**config.mk**
```make
export PLATFORM = sky130hd
export DESIGN_NAME = note_detector
export DESIGN_NICKNAME = d
export VERILOG_FILES = /design/src/rtl/note_detector.sv
export SDC_FILE = /design/constraint.sdc
export NUM_CORES = 1
export LEC_CHECK = 0
export BUFFER_PORTS_ARGS = -buffer_cell sky130_fd_sc_hd__buf_2
export CORE_MARGIN = 8
export CORE_UTILIZATION = 60
export DETAILED_ROUTE_END_ITERATION = 6
export GPL_TIMING_DRIVEN = 0
export PLACE_DENSITY = 0.87
export SLEW_MARGIN = 20
export SYNTH_ARGS = -nofsm -noshare
export SYNTH_HDL_FRONTEND = slang
export SYNTH_SLANG_ARGS = --single-unit
```
**constraint.sdc**
```tcl
create_clock -name CLK -period 8.6 [get_ports CLK]
set_input_delay 0 -clock CLK [delete_from_list [all_inputs] [get_ports CLK]]
set_output_delay 0 -clock CLK [all_outputs]
set_load 0.01 [all_outputs]
```
**src/rtl/note_detector.sv**
```systemverilog
// Square-wave period meter and piano note decoder.
// Filters the decoded bin and drops to "no note" on silence.
module note_detector #(
  parameter longint unsigned CLK_HZ     = 100_000_000,
  parameter int              CW         = 20,
  parameter int              STABLE_CNT = 3,
  parameter int              TIMEOUT    = 524_287
) (
  input  logic          CLK,
  input  logic          RESET_N,
  input  logic          FREQ_IN,
  output logic [3:0]    NOTE,
  output logic          NOTE_VALID,
  output logic          NOTE_STROBE,
  output logic [CW-1:0] PERIOD
);

  localparam longint unsigned CC = CLK_HZ * 100;

  localparam longint unsigned P_C4 = CC / 26163;
  localparam longint unsigned P_D  = CC / 29366;
  localparam longint unsigned P_E  = CC / 32963;
  localparam longint unsigned P_F  = CC / 34923;
  localparam longint unsigned P_G  = CC / 39200;
  localparam longint unsigned P_A  = CC / 44000;
  localparam longint unsigned P_B  = CC / 49388;
  localparam longint unsigned P_C5 = CC / 52325;

  localparam longint unsigned LO_L = P_C5 - (P_B - P_C5) / 2;
  localparam longint unsigned HI_L = P_C4 + (P_C4 - P_D) / 2;
  localparam longint unsigned M0_L = (P_C5 + P_B) / 2;
  localparam longint unsigned M1_L = (P_B + P_A) / 2;
  localparam longint unsigned M2_L = (P_A + P_G) / 2;
  localparam longint unsigned M3_L = (P_G + P_F) / 2;
  localparam longint unsigned M4_L = (P_F + P_E) / 2;
  localparam longint unsigned M5_L = (P_E + P_D) / 2;
  localparam longint unsigned M6_L = (P_D + P_C4) / 2;

  localparam logic [CW-1:0] LO = CW'(LO_L);
  localparam logic [CW-1:0] HI = CW'(HI_L);
  localparam logic [CW-1:0] M0 = CW'(M0_L);
  localparam logic [CW-1:0] M1 = CW'(M1_L);
  localparam logic [CW-1:0] M2 = CW'(M2_L);
  localparam logic [CW-1:0] M3 = CW'(M3_L);
  localparam logic [CW-1:0] M4 = CW'(M4_L);
  localparam logic [CW-1:0] M5 = CW'(M5_L);
  localparam logic [CW-1:0] M6 = CW'(M6_L);
  localparam logic [CW-1:0] TO = CW'(TIMEOUT);

  localparam int            RW = $clog2(STABLE_CNT + 1);
  localparam logic [RW-1:0] SC = RW'(STABLE_CNT);

  localparam logic [3:0] NONE = 4'b1111;

  logic [2:0]    sync_q;
  logic          rise;
  logic          armed;
  logic [CW-1:0] cnt;
  logic [3:0]    bin;
  logic [3:0]    cand;
  logic [3:0]    cand_nx;
  logic [RW-1:0] run;
  logic [RW-1:0] run_nx;
  logic          meas;
  logic          tmo;

  assign rise       = sync_q[1] & ~sync_q[2];
  assign meas       = rise & armed;
  assign tmo        = armed & ~rise & (cnt == TO);
  assign NOTE_VALID = (NOTE != NONE);

  // Two-stage synchronizer plus a delay stage for edge detect.
  always_ff @(posedge CLK or negedge RESET_N) begin
    if (!RESET_N) sync_q <= '0;
    else          sync_q <= {sync_q[1:0], FREQ_IN};
  end

  // Map the running count (the period on an edge) to a note bin.
  always_comb begin
    bin = NONE;
    unique case (1'b1)
      (cnt >= LO && cnt <= M0): bin = 4'b0000;
      (cnt >  M0 && cnt <= M1): bin = 4'b0001;
      (cnt >  M1 && cnt <= M2): bin = 4'b0010;
      (cnt >  M2 && cnt <= M3): bin = 4'b0011;
      (cnt >  M3 && cnt <= M4): bin = 4'b0100;
      (cnt >  M4 && cnt <= M5): bin = 4'b0101;
      (cnt >  M5 && cnt <= M6): bin = 4'b0110;
      (cnt >  M6 && cnt <= HI): bin = 4'b0111;
      default:                  bin = NONE;
    endcase
  end

  // Candidate/run update for the measurement taken this cycle.
  always_comb begin
    cand_nx = bin;
    run_nx  = RW'(1);
    if (bin == cand) begin
      cand_nx = cand;
      run_nx  = (run == SC) ? SC : run + 1'b1;
    end
  end

  // Period counter: arm on first edge, measure on later edges.
  always_ff @(posedge CLK or negedge RESET_N) begin
    if (!RESET_N) begin
      armed  <= 1'b0;
      cnt    <= '0;
      PERIOD <= '0;
    end else if (rise) begin
      armed <= 1'b1;
      cnt   <= CW'(1);
      if (armed) PERIOD <= cnt;
    end else if (tmo) begin
      armed <= 1'b0;
      cnt   <= '0;
    end else if (armed && cnt != TO) begin
      cnt <= cnt + 1'b1;
    end
  end

  // Stability filter and note register with change strobe.
  always_ff @(posedge CLK or negedge RESET_N) begin
    if (!RESET_N) begin
      cand        <= NONE;
      run         <= '0;
      NOTE        <= NONE;
      NOTE_STROBE <= 1'b0;
    end else begin
      NOTE_STROBE <= 1'b0;
      if (meas) begin
        cand <= cand_nx;
        run  <= run_nx;
        if (run_nx == SC && cand_nx != NOTE) begin
          NOTE        <= cand_nx;
          NOTE_STROBE <= 1'b1;
        end
      end else if (tmo) begin
        cand <= NONE;
        run  <= '0;
        if (NOTE != NONE) begin
          NOTE        <= NONE;
          NOTE_STROBE <= 1'b1;
        end
      end
    end
  end

endmodule

```
== Word-level counts from Yosys, hierarchy flattened ==
Index checks and enable logic that the tools add are counted.

* Add/subtract/negate cells: 2
* Multiply operators: 0
* Div/mod/pow operators: 0
* Order comparisons: 16
* Equal/unequal tests: 8
* Shifts and indexed selects: 0
* Muxes and demuxes: 21
* Bitwise operators: 6
* Reduce and logical (&&, ||, !) cells: 16

{| class="wikitable"
|+ Operators by type and width
! cell !! count
|-
| 20-bit by 19-bit <= comparator with 1-bit output (second input constant) || 5
|-
| 20-bit by 19-bit greater-than comparator with 1-bit output (second input constant) || 4
|-
| 20-bit by 18-bit greater-than comparator with 1-bit output (second input constant) || 3
|-
| 20-bit by 18-bit <= comparator with 1-bit output (second input constant) || 3
|-
| 20-bit 2-to-1 mux || 3
|-
| 4-bit case mux with 8 select lines || 1
|-
| 4-bit 2-to-1 mux || 7
|-
| 20-bit by 1-bit adder with 20-bit output (second input constant) || 1
|-
| 20-bit by 19-bit == test with 1-bit output (second input constant) || 1
|-
| 20-bit by 18-bit greater-or-equal comparator with 1-bit output (second input constant) || 1
|-
| 20-bit by 19-bit != test with 1-bit output (second input constant) || 1
|-
| 1-bit logical AND || 10
|-
| 2-bit 2-to-1 mux || 4
|-
| 1-bit 2-to-1 mux || 6
|-
| 2-bit nonzero test || 3
|-
| 1-bit bitwise AND || 4
|-
| 2-bit == test (second input constant) || 2
|-
| 4-bit == test || 1
|-
| 4-bit != test || 1
|-
| 4-bit != test (second input constant) || 1
|-
| 3-bit AND reduction || 1
|-
| 3-bit nonzero test || 1
|-
| 2-bit by 1-bit adder with 2-bit output (second input constant) || 1
|-
| 2-bit by 1-bit != test with 1-bit output (second input constant) || 1
|-
| other kinds (2) || 3
|}

* Register bits after elaboration: 55
* Latch bits: 0
* Bits in writable memories: 0
* Bits in read-only memories: 0
* Input port bits: 3
* Output and inout bits: 26
* Word-level logic and storage cells: 77
* Memories: 0

== Longest topological paths before layout ==
* Depth in word-level cells: 9
* Depth in mapped cells: 11
* Mapped depth without buffers: 11

== Least setup slack after synthesis ==
Ideal clock, no wire load.

* Path type: flip-flop to flip-flop
* From: register cnt[8]
* To: register NOTE[0]
* Arrival time: 2.747 ns
* Required time: 8.525 ns
* Path slack: 5.778 ns
* Cell stages (with the launch flop): 11
* Buffers on the path: 1
* Period minus slack after synthesis: 2.822 ns
* Path through: dfrtp_1 > buf_2 > nand4_2 > or4_4 > o21a_1 > nor3_2 > nor2b_1 > o311ai_1 > mux2_2 > a211oi_4 > mux2i_1

* Cells in the longest elaborated chain, start to end: 9
* Elaborated cells between the ends (all ways): 38

{| class="wikitable"
|+ RTL lines
! what !! line !! source
|-
| from (decl) || 58 || <nowiki>logic [CW-1:0] cnt;</nowiki>
|-
| from (signal assigned) || 118 || <nowiki>cnt <= cnt + 1'b1;</nowiki>
|-
| 20-bit by 19-bit greater-than comparator with 1-bit output (tied with other cells) || 89 || <nowiki>(cnt > M6 && cnt <= HI): bin = 4'b0111;</nowiki>
|-
| 1-bit logical AND (tied with other cells) || 89 ||
|-
| 4-bit case mux with 8 select lines || 81 || <nowiki>unique case (1'b1)</nowiki>
|-
| 4-bit == test || 98 || <nowiki>if (bin == cand) begin</nowiki>
|-
| 4-bit 2-to-1 mux or 2-bit 2-to-1 mux (tied branches) || 98 ||
|-
| 4-bit != test or 2-bit == test (tied branches) || 134 || <nowiki>if (run_nx == SC && cand_nx != NOTE) begin</nowiki>
|-
| 1-bit logical AND || 134 ||
|-
| 2-bit by 1-bit != test with 1-bit output (no source line) || -- ||
|-
| 3-bit AND reduction (no source line) || -- ||
|-
| to (signal assigned) || 135 || <nowiki>NOTE <= cand_nx;</nowiki>
|-
| to (decl) || 12 || <nowiki>output logic [3:0] NOTE,</nowiki>
|}

Several ways; a longest one is shown, not always the timed one. The select of a mux whose other input is x is not followed.
A chain may end at the register's enable or synchronous reset.

== Worst setup path after layout ==
* From: register cnt[12]
* To: register NOTE[1]

Same word-level chain as after synthesis.

==> impl_metrics.env <==
export IMPL_clockBufferDepth=2
export IMPL_dp_cells=473
export IMPL_period_share_pct=39.2
export IMPL_final_util_pct=68.0
export IMPL_cp_max_fo=10
export IMPL_final_cell_mix="dfrtp_1 (47), nor2_1 (37), buf_2 (35), o21ai_0 (29), nand2_1 (24)"
export IMPL_die_w_um=91.3
export IMPL_yosys_area_top_type="dfrtp_1"
export IMPL_place_gp_congestion=0.953
export IMPL_p_clk_share_pct=22.6
export IMPL_critPathKind="reg -> reg"
export IMPL_stdcell_count=483
export IMPL_finalCriticalPeriod_ps=3370
export IMPL_vias=3128
export IMPL_synthFlopType="dfrtp_1"
export IMPL_grt_use_total_pct=21.8
export IMPL_ys_types=67
export IMPL_grt_pass1_vias=3073
export IMPL_ys_seq_elements=55
export IMPL_dpl_hpwl_mm=6.53
export IMPL_clockRootBuffer="clkbuf_8"
export IMPL_sw_frac_of_total_pct=34.5
export IMPL_cap_violations=0
export IMPL_fin_skew_ps=10.6
export IMPL_comb_power_share_pct=25.9
export IMPL_synthArstFlopShare_pct=100
export IMPL_worst_setup_path_end_kind="flop"
export IMPL_dieHeight_um=91.3
export IMPL_hold_violations=0
export IMPL_seqPwrFrac_pct=51.5
export IMPL_clk_latency_ps=320
export IMPL_setup_viol=0
export IMPL_viasPerCell=6.48
export IMPL_cp_required_ps=8850
export IMPL_synthCells=373
export IMPL_cts_repair_resized=0
export IMPL_drt_iter0_markers=364
export IMPL_leakage_nw=1.70
export IMPL_relSlewSlack_pct=26.5
export IMPL_cts_buffers=5
export IMPL_power_switching_mw=0.223
export IMPL_run_status="finished clean"
export IMPL_n_antenna_cell=0
export IMPL_cp_buffers_inverters=1
export IMPL_io_pins=29
export IMPL_start_util_pct=61.8
export IMPL_power_density_nw_per_um2=173
export IMPL_synth_edf_count=0
export IMPL_crit_chain="clkbuf_1 -> and4_1 -> o31ai_1 -> o211ai_1 -> o2bb2ai_1 -> a21oi_1 -> o311ai_1 -> mux2_2 -> a211oi_4 -> mux2i_1"
export IMPL_fmax_mhz=297
export IMPL_clkSlewWorstSetupHoldPaths_ps=110
export IMPL_hold_path_class="in -> async"
export IMPL_crit_family="compound AO/OA/AOI/OAI gates"
export IMPL_startpoint_type="flop"
export IMPL_wl_per_cell_um=18.5
export IMPL_total_power_mw=0.646
export IMPL_slowest_stage="dfrtp_1"
export IMPL_layout_commonest_cell="dfrtp_1"
export IMPL_cts_tree="yes"
export IMPL_tns_ps=0
export IMPL_rsz0062_at_grt="false"
export IMPL_drt_pass1_iterations=5
export IMPL_cts_max_level=2
export IMPL_p_int_mw=0.423
export IMPL_synth_top_cell_area_share_pct=34.5
export IMPL_antenna_found_initial=0
export IMPL_postSynthAreaPerCell_um2=9.13
export IMPL_ys_top_cells_by_area="dfrtp_1 (35%), dfstp_2 (6.2%), mux2_2 (6.0%), o21ai_0 (4.3%), nor2_1 (4.1%)"
export IMPL_ant_nets=0
export IMPL_slew_viol_final=0
export IMPL_core_area_um2=5510
export IMPL_ys_warn_count=0
export IMPL_port_buffers=28
export IMPL_ys_seq_area_share_pct=40.7
export IMPL_wirelength_mm=8.93
export IMPL_grt_start_max_net_pins=56
export IMPL_core_rowCount=27
export IMPL_synthesis_nets=380
export IMPL_dieArea_um2=8340
export IMPL_grt_pass1_wl_mm=15.1
export IMPL_gr_total_overflow=0
export IMPL_max_stage_delay_ps=460
export IMPL_drive_gt1_share_pct=19.7
export IMPL_drc=0
export IMPL_n_fill_cell=460
export IMPL_arrival_ps=3610
export IMPL_syn_cell_area_um2=3400
export IMPL_syn_to_final_growth_pct=9.96
export IMPL_worst_pin_slew_ps=1090
export IMPL_num_nets_final=417
export IMPL_cts_sinks=55
export IMPL_vdd_drop_max_uv=130
-- worst register-to-register path, delay by kind of cell, from the launching register on --
family                 cells  cell delay [ps]
flip-flops                 1              460
buffers and inverters      1              260
AO/OA/AOI/OAI              6             1590
AND/OR/NAND/NOR            1              320
multiplexers               2              670
-- routing by layer --
layer  vias to the layer above  track usage (%)  share of wire, %
met1                      1489             28.4                41
met2                       147             34.8                47
met5                         -                0                 0
met3                        31             3.87               8.6
met4                         0             9.41               2.8
li1                       1461                -                 -
-- flip-flops by register name, indices dropped and copies added, names as in the netlist --
name         cells
run              2
PERIOD          20
cand             4
cnt             20
armed            1
sync_q           3
NOTE_STROBE      1
NOTE             4
-- logic make-up (layout without fill, tap and decap cells) --
group / after synthesis / count (layout) / share of synthesized area (%)
xor gates and xnor gates: 2 / 2 / 0.515
and+or+nand+nor: 145 / 145 / 23.7
buffers and inverters: 35 / 73 / 4.37
DFF: 55 / 55 / 40.7
muxes: 23 / 23 / 7.42
adders and majority gates: 4 / 4 / 1.47
AOI/OAI and AO/OA: 109 / 109 / 21.8
-- cell usage after synthesis, drive strengths merged, types with 3 or more instances --
cell	n
nand3	13
nand4	9
and3	8
dfstp	8
a21oi	23
mux2i	5
or2	4
o31ai	4
ha	4
nor2	37
a21o	3
o21ai	30
mux2	18
nor4	8
nor2b	6
nor3	9
o21a	6
inv	7
nand2	24
a31oi	9
nand2b	6
and4	3
a41oi	3
a211oi	3
clkbuf	19
buf	9
dfrtp	47
or3	4
-- power groups by stage --
stage / clock network, mW / logic [mW] / registers [mW]
2_1_floorplan: 0 / 0.0989 / 0.338
3_3_place_gp: 0 / 0.160 / 0.333
3_5_place_dp: 0 / 0.166 / 0.336
4_1_cts: 0.147 / 0.168 / 0.331
5_1_grt: 0.156 / 0.185 / 0.339
6_report: 0.146 / 0.167 / 0.333
-- area by class of cell --
type | instances | area [µm²] | share of cell area [%]
clock inverter | 2 | 13.8 | 0.368
inverter | 7 | 26.3 | 0.702
sequential | 55 | 1390 | 37.0
clock buffer | 6 | 72.6 | 1.94
timing repair buffer | 30 | 163 | 4.34
buffer | 28 | 123 | 3.28
tap | 72 | 90.1 | 2.41
multi-input combinational | 283 | 1870 | 49.9
-- what timing repair did --
action,CTS,global route
endpoints found under the hold margin,48,0
hold buffers,2,0
setup endpoints to repair,0,0
setup buffers,0,0
-- final timing paths --
| check | startpoint | cells after the start | end | slack, ps |
|---|---|---|---|---|
| min in group CLK | FREQ_IN | 2 | sync_q[0] | 320 |
| worst min register to register | sync_q[0] | 0 | sync_q[1] | 360 |
| max in group asynchronous | RESET_N | 2 | PERIOD[1] | 7890 |
| worst min-delay path | RESET_N | 2 | PERIOD[8] | 260 |
| worst max-delay path | cnt[12] | 10 | NOTE[1] | 5230 |
| worst max register to register | cnt[12] | 10 | NOTE[1] | 5230 |
-- per-stage QoR --
stage                     setup slack, ps  area, µm²  hold WS (ps)
after detailed placement             5320       3640          93.0
after CTS                            5310       3740           292
after global placement               5450       3630           109
after floorplan                      5780       3400          -296
final                                5230       3740           258
after global routing                 5010       3740           317
Note: power is estimated with default switching activity, not from simulation.
